===== src/rtl/majority_event_display_pkg.sv =====
// majority_event_display_pkg: debounce FSM states and seven-segment encoding shared by the display slice.
package majority_event_display_pkg;
  typedef enum logic [1:0] {
    IDLE_LOW  = 2'b00,
    WAIT_HIGH = 2'b01,
    IDLE_HIGH = 2'b10,
    WAIT_LOW  = 2'b11
  } state_t;
  localparam logic [6:0] SEG_0     = 7'h3F;
  localparam logic [6:0] SEG_1     = 7'h06;
  localparam logic [6:0] SEG_2     = 7'h5B;
  localparam logic [6:0] SEG_3     = 7'h4F;
  localparam logic [6:0] SEG_4     = 7'h66;
  localparam logic [6:0] SEG_5     = 7'h6D;
  localparam logic [6:0] SEG_6     = 7'h7D;
  localparam logic [6:0] SEG_7     = 7'h07;
  localparam logic [6:0] SEG_8     = 7'h7F;
  localparam logic [6:0] SEG_9     = 7'h6F;
  localparam logic [6:0] SEG_BLANK = 7'h00;
  // Segment order {g,f,e,d,c,b,a}, active-high; non-BCD codes blank the digit.
  function automatic logic [6:0] bcd_to_seg(input logic [3:0] bcd);
    case (bcd)
      4'd0:    return SEG_0;
      4'd1:    return SEG_1;
      4'd2:    return SEG_2;
      4'd3:    return SEG_3;
      4'd4:    return SEG_4;
      4'd5:    return SEG_5;
      4'd6:    return SEG_6;
      4'd7:    return SEG_7;
      4'd8:    return SEG_8;
      4'd9:    return SEG_9;
      default: return SEG_BLANK;
    endcase
  endfunction
endpackage


===== src/rtl/majority_event_display_input_debouncer.sv =====
// majority_event_display_input_debouncer: 2-flop synchronizer plus four-state debounce FSM.
module majority_event_display_input_debouncer
  import majority_event_display_pkg::*;
#(
  parameter int DEBOUNCE_CYCLES = 16
) (
  input  logic clk,
  input  logic rst,
  input  logic i_detect,
  output logic o_level,
  output logic o_rise
);
  localparam int DW = $clog2(DEBOUNCE_CYCLES);
  logic          r_s1;
  logic          r_s2;
  state_t        r_state;
  state_t        w_state_nxt;
  logic [DW-1:0] r_dcnt;
  logic [DW-1:0] w_dcnt_nxt;
  logic          w_done;
  assign w_done  = r_dcnt == DW'(DEBOUNCE_CYCLES - 1);
  assign o_level = (r_state == IDLE_HIGH) || (r_state == WAIT_LOW);
  always_ff @(posedge clk) begin
    if (rst) begin
      r_s1    <= 1'b0;
      r_s2    <= 1'b0;
      r_state <= IDLE_LOW;
      r_dcnt  <= '0;
    end else begin
      r_s1    <= i_detect;
      r_s2    <= r_s1;
      r_state <= w_state_nxt;
      r_dcnt  <= w_dcnt_nxt;
    end
  end
  // o_rise is the acceptance strobe, so the top registers count and event on the same edge.
  always_comb begin
    w_state_nxt = r_state;
    w_dcnt_nxt  = r_dcnt;
    o_rise      = 1'b0;
    case (r_state)
      IDLE_LOW: if (r_s2) begin
        w_state_nxt = WAIT_HIGH;
        w_dcnt_nxt  = '0;
      end
      WAIT_HIGH: if (!r_s2) w_state_nxt = IDLE_LOW;
        else if (w_done) begin
          w_state_nxt = IDLE_HIGH;
          o_rise      = 1'b1;
        end else w_dcnt_nxt = r_dcnt + 1'b1;
      IDLE_HIGH: if (!r_s2) begin
        w_state_nxt = WAIT_LOW;
        w_dcnt_nxt  = '0;
      end
      WAIT_LOW: if (r_s2) w_state_nxt = IDLE_HIGH;
        else if (w_done) w_state_nxt = IDLE_LOW;
        else w_dcnt_nxt = r_dcnt + 1'b1;
    endcase
  end
endmodule


===== src/rtl/majority_event_display.sv =====
// majority_event_display: debounced majority events counted mod 10 onto a seven-segment digit with heartbeat dp.
module majority_event_display
  import majority_event_display_pkg::*;
#(
  parameter int MAX_COUNT       = 10_000_000,
  parameter int DEBOUNCE_CYCLES = 16
) (
  input  logic       clk,
  input  logic       rst,
  input  logic       detect_in,
  input  logic       clr,
  output logic [6:0] seg_out,
  output logic       dp_out,
  output logic       level_out,
  output logic [3:0] count_out,
  output logic       event_pulse,
  output logic       wrap_pulse
);
  localparam int HW = $clog2(MAX_COUNT);
  logic          w_rise;
  logic          w_hb;
  logic          w_at_nine;
  logic [HW-1:0] r_hcnt;
  logic [3:0]    r_count;
  logic [6:0]    r_seg;
  logic          r_dp;
  logic          r_event;
  logic          r_wrap;
  majority_event_display_input_debouncer #(
    .DEBOUNCE_CYCLES(DEBOUNCE_CYCLES)
  ) u_debouncer (
    .clk     (clk),
    .rst     (rst),
    .i_detect(detect_in),
    .o_level (level_out),
    .o_rise  (w_rise)
  );
  assign w_hb      = r_hcnt == HW'(MAX_COUNT - 1);
  assign w_at_nine = r_count == 4'd9;
  always_ff @(posedge clk) begin
    if (rst) begin
      r_count <= 4'd0;
      r_seg   <= SEG_0;
      r_dp    <= 1'b0;
      r_event <= 1'b0;
      r_wrap  <= 1'b0;
      r_hcnt  <= '0;
    end else begin
      r_event <= w_rise;
      r_wrap  <= w_rise && !clr && w_at_nine;
      r_count <= clr ? 4'd0 : w_rise ? (w_at_nine ? 4'd0 : r_count + 4'd1) : r_count;
      r_seg   <= bcd_to_seg(r_count);
      r_hcnt  <= w_hb ? '0 : r_hcnt + 1'b1;
      r_dp    <= r_dp ^ w_hb;
    end
  end
  assign seg_out     = r_seg;
  assign dp_out      = r_dp;
  assign count_out   = r_count;
  assign event_pulse = r_event;
  assign wrap_pulse  = r_wrap;
endmodule


===== config.mk =====
export PLATFORM = sky130hd
export DESIGN_NAME = majority_event_display
export DESIGN_NICKNAME = d
export VERILOG_FILES = /design/src/rtl/majority_event_display_pkg.sv /design/src/rtl/majority_event_display_input_debouncer.sv /design/src/rtl/majority_event_display.sv
export SDC_FILE = /design/constraint.sdc
export NUM_CORES = 1
export LEC_CHECK = 0
export ABC_AREA = 1
export BUFFER_PORTS_ARGS = -buffer_cell sky130_fd_sc_hd__buf_4
export CAP_MARGIN = 20
export CORE_UTILIZATION = 40
export CTS_CLUSTER_SIZE = 30
export DETAILED_ROUTE_END_ITERATION = 7
export PLACE_DENSITY_LB_ADDON = 0.1
export SLEW_MARGIN = 20
export SYNTH_ARGS = -nofsm -noshare
export SYNTH_HDL_FRONTEND = slang
export SYNTH_SLANG_ARGS = --single-unit

===== constraint.sdc =====
create_clock -name clk -period 2.3 [get_ports clk]
set_input_delay 0.46 -clock clk [delete_from_list [all_inputs] [get_ports clk]]
set_output_delay 0.46 -clock clk [all_outputs]
set_load 0.005 [all_outputs]

==> results of run 1 <==
==> power groups by stage <==
stage	clock (mW)	sequential [mW]	combinational, mW
floorplan	0	0.826	0.0293
global placement	0	0.827	0.0363
detailed placement	0	0.827	0.0362
CTS	0.545	0.808	0.0363
global route	0.570	0.809	0.0411
finish	0.525	0.808	0.0353
==> layout make-up <==
cell class	instances	area share, %
multi-input combinational	240	45.5
timing repair buffer	18	5.29
sequential	46	36.0
clock buffer	6	3.23
clock inverter	2	0.490
inverter	40	5.88
tap	72	3.53
==> metrics by stage <==
stage,power (mW),instances
2_1_floorplan,0.855,331
3_3_place_gp,0.863,416
3_5_place_dp,0.863,416
4_1_cts,1.39,424
5_1_grt,1.42,424
6_report,1.37,424
==> cells in the final DEF (no fill, tap or decap) <==
cell type   count
o21bai_1        2
nor3_1          3
nand3_1        22
nand3_2         1
nand2_1        90
nand4_1         4
xnor2_1         5
a21o_1          1
inv_1          39
a21oi_1        13
clkinv_2        1
clkbuf_8        6
buf_4          18
nor2_2          3
or2_2           2
ha_1            9
nand2_4         1
inv_2           1
nor2_4          2
nor2_1         66
o21ai_0         7
dfxtp_1        46
xor2_1          7
clkinvlp_4      1
nand2_2         2
==> metal layers <==
| metal | vias to the layer above | global-route usage (%) | part of all wire (%) |
|---|---|---|---|
| li1 | 1057 | - | - |
| met1 | 854 | 21.3 | 50 |
| met2 | 25 | 27.9 | 45 |
| met3 | 8 | 3.10 | 3.6 |
| met4 | 0 | 6.79 | 1.8 |
| met5 | - | 0 | 0 |
==> Yosys cell counts, drive strengths merged <==
master  number
dfxtp       46
clkbuf       2
buf          3
or2          2
o21ai        7
nor2        71
xor2         7
xnor2        5
o21bai       2
inv         40
nand3       23
nand2       93
a21oi       13
ha           9
nor3         3
a21o         1
nand4        4
==> path summary, 6_finish.rpt <==
kind | startpoint | end | slack (ns) | cells past startpoint
worst max-delay path | r_hcnt[0] | r_hcnt[15] | 0.76 | 8
worst min-delay path | detect_in | u_debouncer.r_s1 | 0.36 | 3
worst max register to register | r_hcnt[0] | r_hcnt[15] | 0.76 | 8
worst min register to register | u_debouncer.r_s1 | u_debouncer.r_s2 | 0.41 | 2
==> flip-flops by register name (all words and copies together), names as in the netlist, 4 cells and up, named ones only <==
name                cells
seg_out                 7
count_out               4
r_hcnt                 24
u_debouncer.r_dcnt      4
==> logic make-up (layout without fill, tap and decap cells) <==
family / after synthesis / after routing / share of synthesized area (%)
AND/OR/NAND/NOR: 196 / 196 / 36.3
flip-flops: 46 / 46 / 40.6
buffers and inverters: 45 / 66 / 8.16
AO/OA/AOI/OAI: 23 / 23 / 5.40
XOR/XNOR: 12 / 12 / 4.63
adder cells (fa/ha/maj): 9 / 9 / 4.96
==> tightest hold or removal path, cell delays in order <==
cell and delay, ns:
buf_4 0.07, inv_1 0.03, nor2_1 0.06
==> key figures, run 1 <==
Routing
  • Routed wire per std cell: 10.7 µm
  • Via density: 4.58
  • Vias: 1944
  • Post-route DRC violation count: 0
  • Final wirelength: 4.53 mm
  • Antenna Nets Post-Route: 0
  • Initial DRC count: 83
  • First-pass detailed-route iteration total: 4

Clock tree
  • Total clock sinks: 46
  • Clock root buffer: clkbuf_8
  • Setup bufs post-CTS: 0
  • Clock latency on the worst-skew pair: 0.30 ns
  • CTS resizes: 0
  • H-tree depth: 2
  • Reg clk slew, reported paths: 0.08 ns
  • TritonCTS clock tree: built
  • CTS buffer count: 5
  • Clock Path Buffers: 2
  • Cts hold-fix bufs: 0

Timing
  • Setup TNS Final: 0 ns
  • PnR worst setup slack: 0.755 ns
  • Worst Max-Slew Pin Slew: 0.377 ns
  • Final Setup Violations: 0
  • Final period util: 67.2%
  • Slew margin rel.: 74.7%
  • RSZ-0062 raised after global routing: no
  • Hold Fails Final Rpt: 0
  • Fmax achieved: 647 MHz
  • Final slew viol count: 0
  • Worst Skew: 0.00830 ns
  • Hold_ws: 0.360 ns
  • Min Tclk post-route: 1.54 ns

Flow run
  • Max cap viols: 0

Layout
  • Layout cell share with drive strength beyond 1: 10.8%
  • Design area: 2550 µm²
  • Final net count: 364
  • Area delta synth->final: 12.6%
  • Fillers: 582
  • # diodes: 0
  • Multi-input gate area: 1160 µm²
  • Register area: 921 µm²
  • Util after Layout: 46.7%

Power and ir drop
  • Lkg Pwr: 1.05 nW
  • Pint: 1.06 mW
  • Net Sw Frac: 22.7%
  • VDD IR-drop max: 0.267 mV
  • Comb pwr share: 2.6%
  • Psw: 0.311 mW
  • Clock power share: 38.4%
  • Share of power burned in registers: 59.0%
  • Power density cells: 535 nW/µm²

Logic synthesis
  • Seq cells post-synth: 46
  • Post-synthesis instance total: 331
  • Mapped Area: 2270 µm²
  • Avg Cell Area, Syn: 6.86 µm²
  • Syn_nets: 344
  • Post-synth top area share: 40.6%
  • Synth area leader: dfxtp_1
  • Synth area leaders: dfxtp_1 41%, nand2_1 15%, nor2_1 11%
  • Synth Warn #: 0
  • Unique cell type count in the Yosys netlist: 24
  • Sequential fraction of the synthesis area: 40.6%

Die
  • Rows: 27
  • Die area: 5980 µm²
  • IO Count: 19
  • Die Y: 77.3 µm
  • Core area: 5470 µm²
  • Chip width: 77.3 µm
  • Initial core utilization: 41.5%

Setup path
  • Crit-path max cell delay: 0.36 ns
  • CP Max Fanout: 24
  • CP Launch Type: flop
  • Crit path cell chain: ha_1, nand3_2, nor2_4, inv_2, nor2_4, nand2_2, nand2_4, nor2_1
  • Crit path max-delay cell type: dfxtp_1
  • Crit-path leading delay family: simple AND/OR/NAND/NOR gates
  • Critical Path RT: 2.48 ns
  • Crit. End Element: flop
  • Buf+Inv Stages, Crit Path: 1
  • Crit Path Class: reg2reg
  • Crit path DAT: 1.73 ns
  • CP most frequent cell: nor2_4

Placed design
  • Post-DP Area: 2460 µm²
  • RD Place Congestion: 0.805
  • PortBufs: 18
  • Setup Slack @ Placement: 0.754 ns
  • HPWL Detailed: 3.40 mm

Global routing
  • Total gr overflow: 0
  • Vias in the first global route: 1829
  • Largest net degree at the start of global routing: 25
  • Initial antenna violation count: 0
  • GRT Resource Usage Total: 16.8%
  • Global-route wire length before repair: 8.00 mm

Worst hold path
  • Worst hold path type: in2reg

Run status
  • Run status: complete, no violations
No activity file was read; power rests on OpenSTA's default activity.
==> run 2, diff against run 1 <==
--- a/config.mk
+++ b/config.mk
@@ -5,7 +5,7 @@
 export SDC_FILE = /design/constraint.sdc
 export NUM_CORES = 1
 export LEC_CHECK = 0
-export ABC_AREA = 1
+export ABC_AREA = 0
 export BUFFER_PORTS_ARGS = -buffer_cell sky130_fd_sc_hd__buf_4
 export CAP_MARGIN = 20
 export CORE_UTILIZATION = 40
==> constraint.sdc (replaced) <==
create_clock -name clk -period 1.3 [get_ports clk]
set_input_delay 0.26 -clock clk [delete_from_list [all_inputs] [get_ports clk]]
set_output_delay 0.26 -clock clk [all_outputs]
set_load 0.005 [all_outputs]
==> run 2 against run 1 <==
Against the previous run:
- the run now ends with negative setup slack left
- routed wire length is 9.6% higher
- area after synthesis is 7.4% lower
- non-clock buffer count is 60 higher
- clock power is 110% higher
- largest cell class unchanged
==> key figures, run 2 <==
Clock tree
  • Clock root buffer: clkbuf_8 (unchanged)
  • CTS buffer count: 5 (unchanged)
  • Clock latency on the worst-skew pair: 0.31 ns (was 0.30 ns)
  • Total clock sinks: 46 (unchanged)
  • TritonCTS clock tree: built (unchanged)
  • Reg clk slew, reported paths: 0.09 ns (was 0.08 ns)
  • H-tree depth: 2 (unchanged)
  • Cts hold-fix bufs: 0 (unchanged)
  • Clock Path Buffers: 2 (unchanged)

Setup path
  • Reg2Reg Setup Slack: -0.32 ns (was 0.76 ns)
  • R2R Path End: r_hcnt[22] (was r_hcnt[15])
  • Crit path DAT: 1.87 ns (was 1.73 ns)
  • CP Launch Type: flop (unchanged)
  • Worst Reg-to-Reg Cells: 5 (was 8)
  • Critical Path RT: 1.55 ns (was 2.48 ns)
  • Crit Path Class: reg2reg (unchanged)
  • Crit. End Element: flop (unchanged)
  • Worst R2R Start: r_hcnt[0] (unchanged)
  • CP Max Fanout: 7 (was 24)

Run status
  • Failing checks: negative setup slack
  • Run status: complete, but fails checks (was complete, no violations)

Layout
  • # diodes: 0 (unchanged)
  • Final std cells w/o fill: 391 (was 424)
  • Register name with the most flops: r_hcnt (unchanged)
  • Fillers: 484 (was 582)
  • Commonest cells after routing, fill and taps aside: 74 x buf_4, 30 x nor2_1, 27 x dfxtp_1 (was 90 x nand2_1, 66 x nor2_1, 46 x dfxtp_1, 39 x inv_1, 22 x nand3_1)
  • Most common cell after layout, fill and taps aside: buf_4 (was nand2_1)
  • Area delta synth->final: 44.9% (was 12.6%)
  • Final net count: 333 (was 364)
  • Max FFs per register: 24 (unchanged)
  • Layout cell share with drive strength beyond 1: 40.5% (was 10.8%)

Logic synthesis
  • Async SR Flop Fraction: 0% (unchanged)
  • Top-count cell post-synth: dfxtp_1 (was nand2_1)
  • Post-synthesis instance total: 245 (was 331)
  • Simple-Gate Fraction of Synth Area: 27.0% (was 36.3%)
  • Sequential fraction of the synthesis area: 43.8% (was 40.6%)
  • Mux share of post-synthesis cell area: 0.953% (was 0%)
  • Largest family of logic cells by synthesized area: simple AND/OR/NAND/NOR gates (unchanged)
  • Mapped Area: 2100 µm² (was 2270 µm²)
  • Synth Warn #: 0 (unchanged)
  • Compound-Gate Fraction of Synth Area: 10.7% (was 5.40%)
  • Synth area leaders: dfxtp_1 44%, nor2_1 5.5%, ha_1 5.4% (was dfxtp_1 41%, nand2_1 15%, nor2_1 11%)
  • Number of enable flip-flop cells after synthesis: 0 (unchanged)
  • Synth Area in Adders: 5.36% (was 4.96%)
  • Unique cell type count in the Yosys netlist: 37 (was 24)
  • Synth area leader: dfxtp_1 (unchanged)
  • Post-Synth XOR/XNOR Area: 7.92% (was 4.63%)
  • Syn_nets: 258 (was 344)
  • Ys flop type: dfxtp_1 (unchanged)
  • Seq cells post-synth: 46 (unchanged)
  • Avg Cell Area, Syn: 8.57 µm² (was 6.86 µm²)
  • Post-synth top area share: 43.8% (was 40.6%)
  • Top cells by count, synth: 46 x dfxtp_1, 31 x nor2_1, 17 x o21ai_0 (was 90 x nand2_1, 66 x nor2_1, 46 x dfxtp_1)

Routing
  • First-pass detailed-route iteration total: 4 (unchanged)
  • Initial DRC count: 96 (was 83)
  • Final wirelength: 4.97 mm (was 4.53 mm)
  • Via density: 4.91 (was 4.58)
  • Routed wire per std cell: 12.7 µm (was 10.7 µm)
  • Post-route DRC violation count: 0 (unchanged)
  • Antenna Nets Post-Route: 0 (unchanged)
  • Vias: 1920 (was 1944)

Global routing
  • Total gr overflow: 0 (unchanged)
  • Largest net degree at the start of global routing: 24 (was 25)
  • Global-route wire length before repair: 7.66 mm (was 8.00 mm)
  • Initial antenna violation count: 0 (unchanged)
  • GRT Resource Usage Total: 18.6% (was 16.8%)
  • Vias in the first global route: 1699 (was 1829)

Timing
  • Hold Fails Final Rpt: 0 (unchanged)
  • Final period util: 125% (was 67.2%)
  • RSZ-0062 raised after global routing: yes (was no)
  • Final slew viol count: 0 (unchanged)
  • Fmax achieved: 616 MHz (was 647 MHz)
  • PnR worst setup slack: -0.323 ns (was 0.755 ns)
  • Final Setup Violations: 28 (was 0)
  • Worst Max-Slew Pin Slew: 0.332 ns (was 0.377 ns)
  • Slew margin rel.: 77.6% (was 74.7%)
  • Worst Skew: 0.00737 ns (was 0.00830 ns)
  • Min Tclk post-route: 1.62 ns (was 1.54 ns)

Worst hold path
  • Worst hold path type: in2reg (unchanged)
  • Hold Crit Endpoint: u_debouncer.r_s1 (unchanged)
  • Hold path depth: 2 (was 3)
  • Hold_sp: detect_in (unchanged)

Power and ir drop
  • Clock power share: 41.9% (was 38.4%)
  • Comb pwr share: 4.1% (was 2.6%)
  • Psw: 0.597 mW (was 0.311 mW)
  • Pwr Total: 2.64 mW (was 1.37 mW)
  • Power density cells: 866 nW/µm² (was 535 nW/µm²)
  • Net Sw Frac: 22.6% (was 22.7%)
  • Share of power burned in registers: 54.0% (was 59.0%)
  • Pint: 2.04 mW (was 1.06 mW)
  • VDD IR-drop max: 0.602 mV (was 0.267 mV)
  • Lkg Pwr: 1.20 nW (was 1.05 nW)

Die
  • Rows: 26 (was 27)
  • Core area: 5070 µm² (was 5470 µm²)
  • Chip width: 74.5 µm (was 77.3 µm)
  • Die area: 5550 µm² (was 5980 µm²)
  • IO Count: 19 (unchanged)
  • Die Y: 74.5 µm (was 77.3 µm)
  • Initial core utilization: 41.4% (was 41.5%)

Placed design
  • RD Place Congestion: 0.796 (was 0.805)
  • Cells after DPL: 376 (was 416)
  • HPWL Detailed: 3.43 mm (was 3.40 mm)
  • PortBufs: 18 (unchanged)

Flow run
  • Max cap viols: 0 (unchanged)
==> run 2: cell types whose count changed in the layout (fill, tap and decap cells not counted), sizes merged, moves of 6 or more <==
cell	change
nand2	-81
buf	+60
nor2	-40
inv	-26
nand3	-11
o21ai	+10
nor4	+7
or3	+7
xnor2	+7
and3	+6
==> run 2: cell type report <==
| type | count | area [µm²] | share of cell area, % |
|---|---|---|---|
| Inverter | 13 | 48.8 | 1.60 |
| Timing Repair Buffer | 78 | 609 | 20.0 |
| Sequential cell | 46 | 960 | 31.5 |
| Tap cell | 70 | 87.6 | 2.88 |
| Clock buffer | 5 | 68.8 | 2.26 |
| Multi-Input combinational cell | 176 | 1230 | 40.3 |
| Clock inverter | 3 | 43.8 | 1.44 |
==> run 2: what timing repair did <==
| action | in CTS | in global routing |
|---|---|---|
| pin swaps | 8 | 6 |
| gates resized for setup | 14 | 22 |
| buffers inserted | 5 | 2 |
| endpoints found under the setup margin | 30 | 36 |
==> run 2: power by group through the flow <==
stage / Combinational, mW / Sequential [mW] / Clock, mW
3_5_place_dp: 0.0986 / 1.46 / 0
5_1_grt: 0.118 / 1.43 / 1.19
6_report: 0.109 / 1.42 / 1.10
2_1_floorplan: 0.0529 / 1.46 / 0
3_3_place_gp: 0.0967 / 1.46 / 0
4_1_cts: 0.0996 / 1.43 / 1.14
==> run 2: worst max-delay path, stage by stage (launching register included) <==
cell     delay, ns
dfxtp_4       0.38
ha_4          0.12
nand4_1       0.11
or4_4         0.48
or3_4         0.34
a21oi_2       0.12
==> run 2: stage by stage <==
stage | util, % | setup WS [ns] | cell area, µm² | hold slack [ns] | TNS, ns
global route | 60.0 | -0.384 | 3040 | 0.177 | -8.50
CTS | 58.0 | -0.325 | 2950 | 0.170 | -6.31
detailed placement | 54.3 | -0.400 | 2760 | 0.430 | -7.41
global placement | 54.3 | -0.361 | 2760 | 0.417 | -7.10
finish | 60.0 | -0.323 | 3040 | 0.190 | -6.50
floorplan | - | -0.365 | 2180 | 0.388 | -3.67
==> run 2: worst max-delay path by stage <==
stage,from,to,slack (ns),cells after the start
2_1_floorplan,r_hcnt[5],r_hcnt[18],-0.36,5
3_3_place_gp,r_hcnt[12],r_hcnt[18],-0.36,4
3_5_place_dp,r_hcnt[12],r_hcnt[22],-0.40,4
4_1_cts,r_hcnt[1],r_hcnt[22],-0.33,5
5_1_grt,r_hcnt[0],r_hcnt[22],-0.38,5
6_report,r_hcnt[0],r_hcnt[22],-0.32,5
==> run 2: layer usage <==
layer	up-vias	part of all wire, %	track usage (%)
met4	0	1.1	7.55
met1	884	46	24.0
met5	-	0	0
li1	1003	-	-
met2	28	50	29.9
met3	5	2.7	4.20
==> run 2: cell families after synthesis <==
group                    after synthesis
XOR/XNOR                              19
flip-flops                            46
AO/OA/AOI/OAI                         40
multiplexers                           2
adder cells (fa/ha/maj)                9
buffers and inverters                 23
AND/OR/NAND/NOR                      106
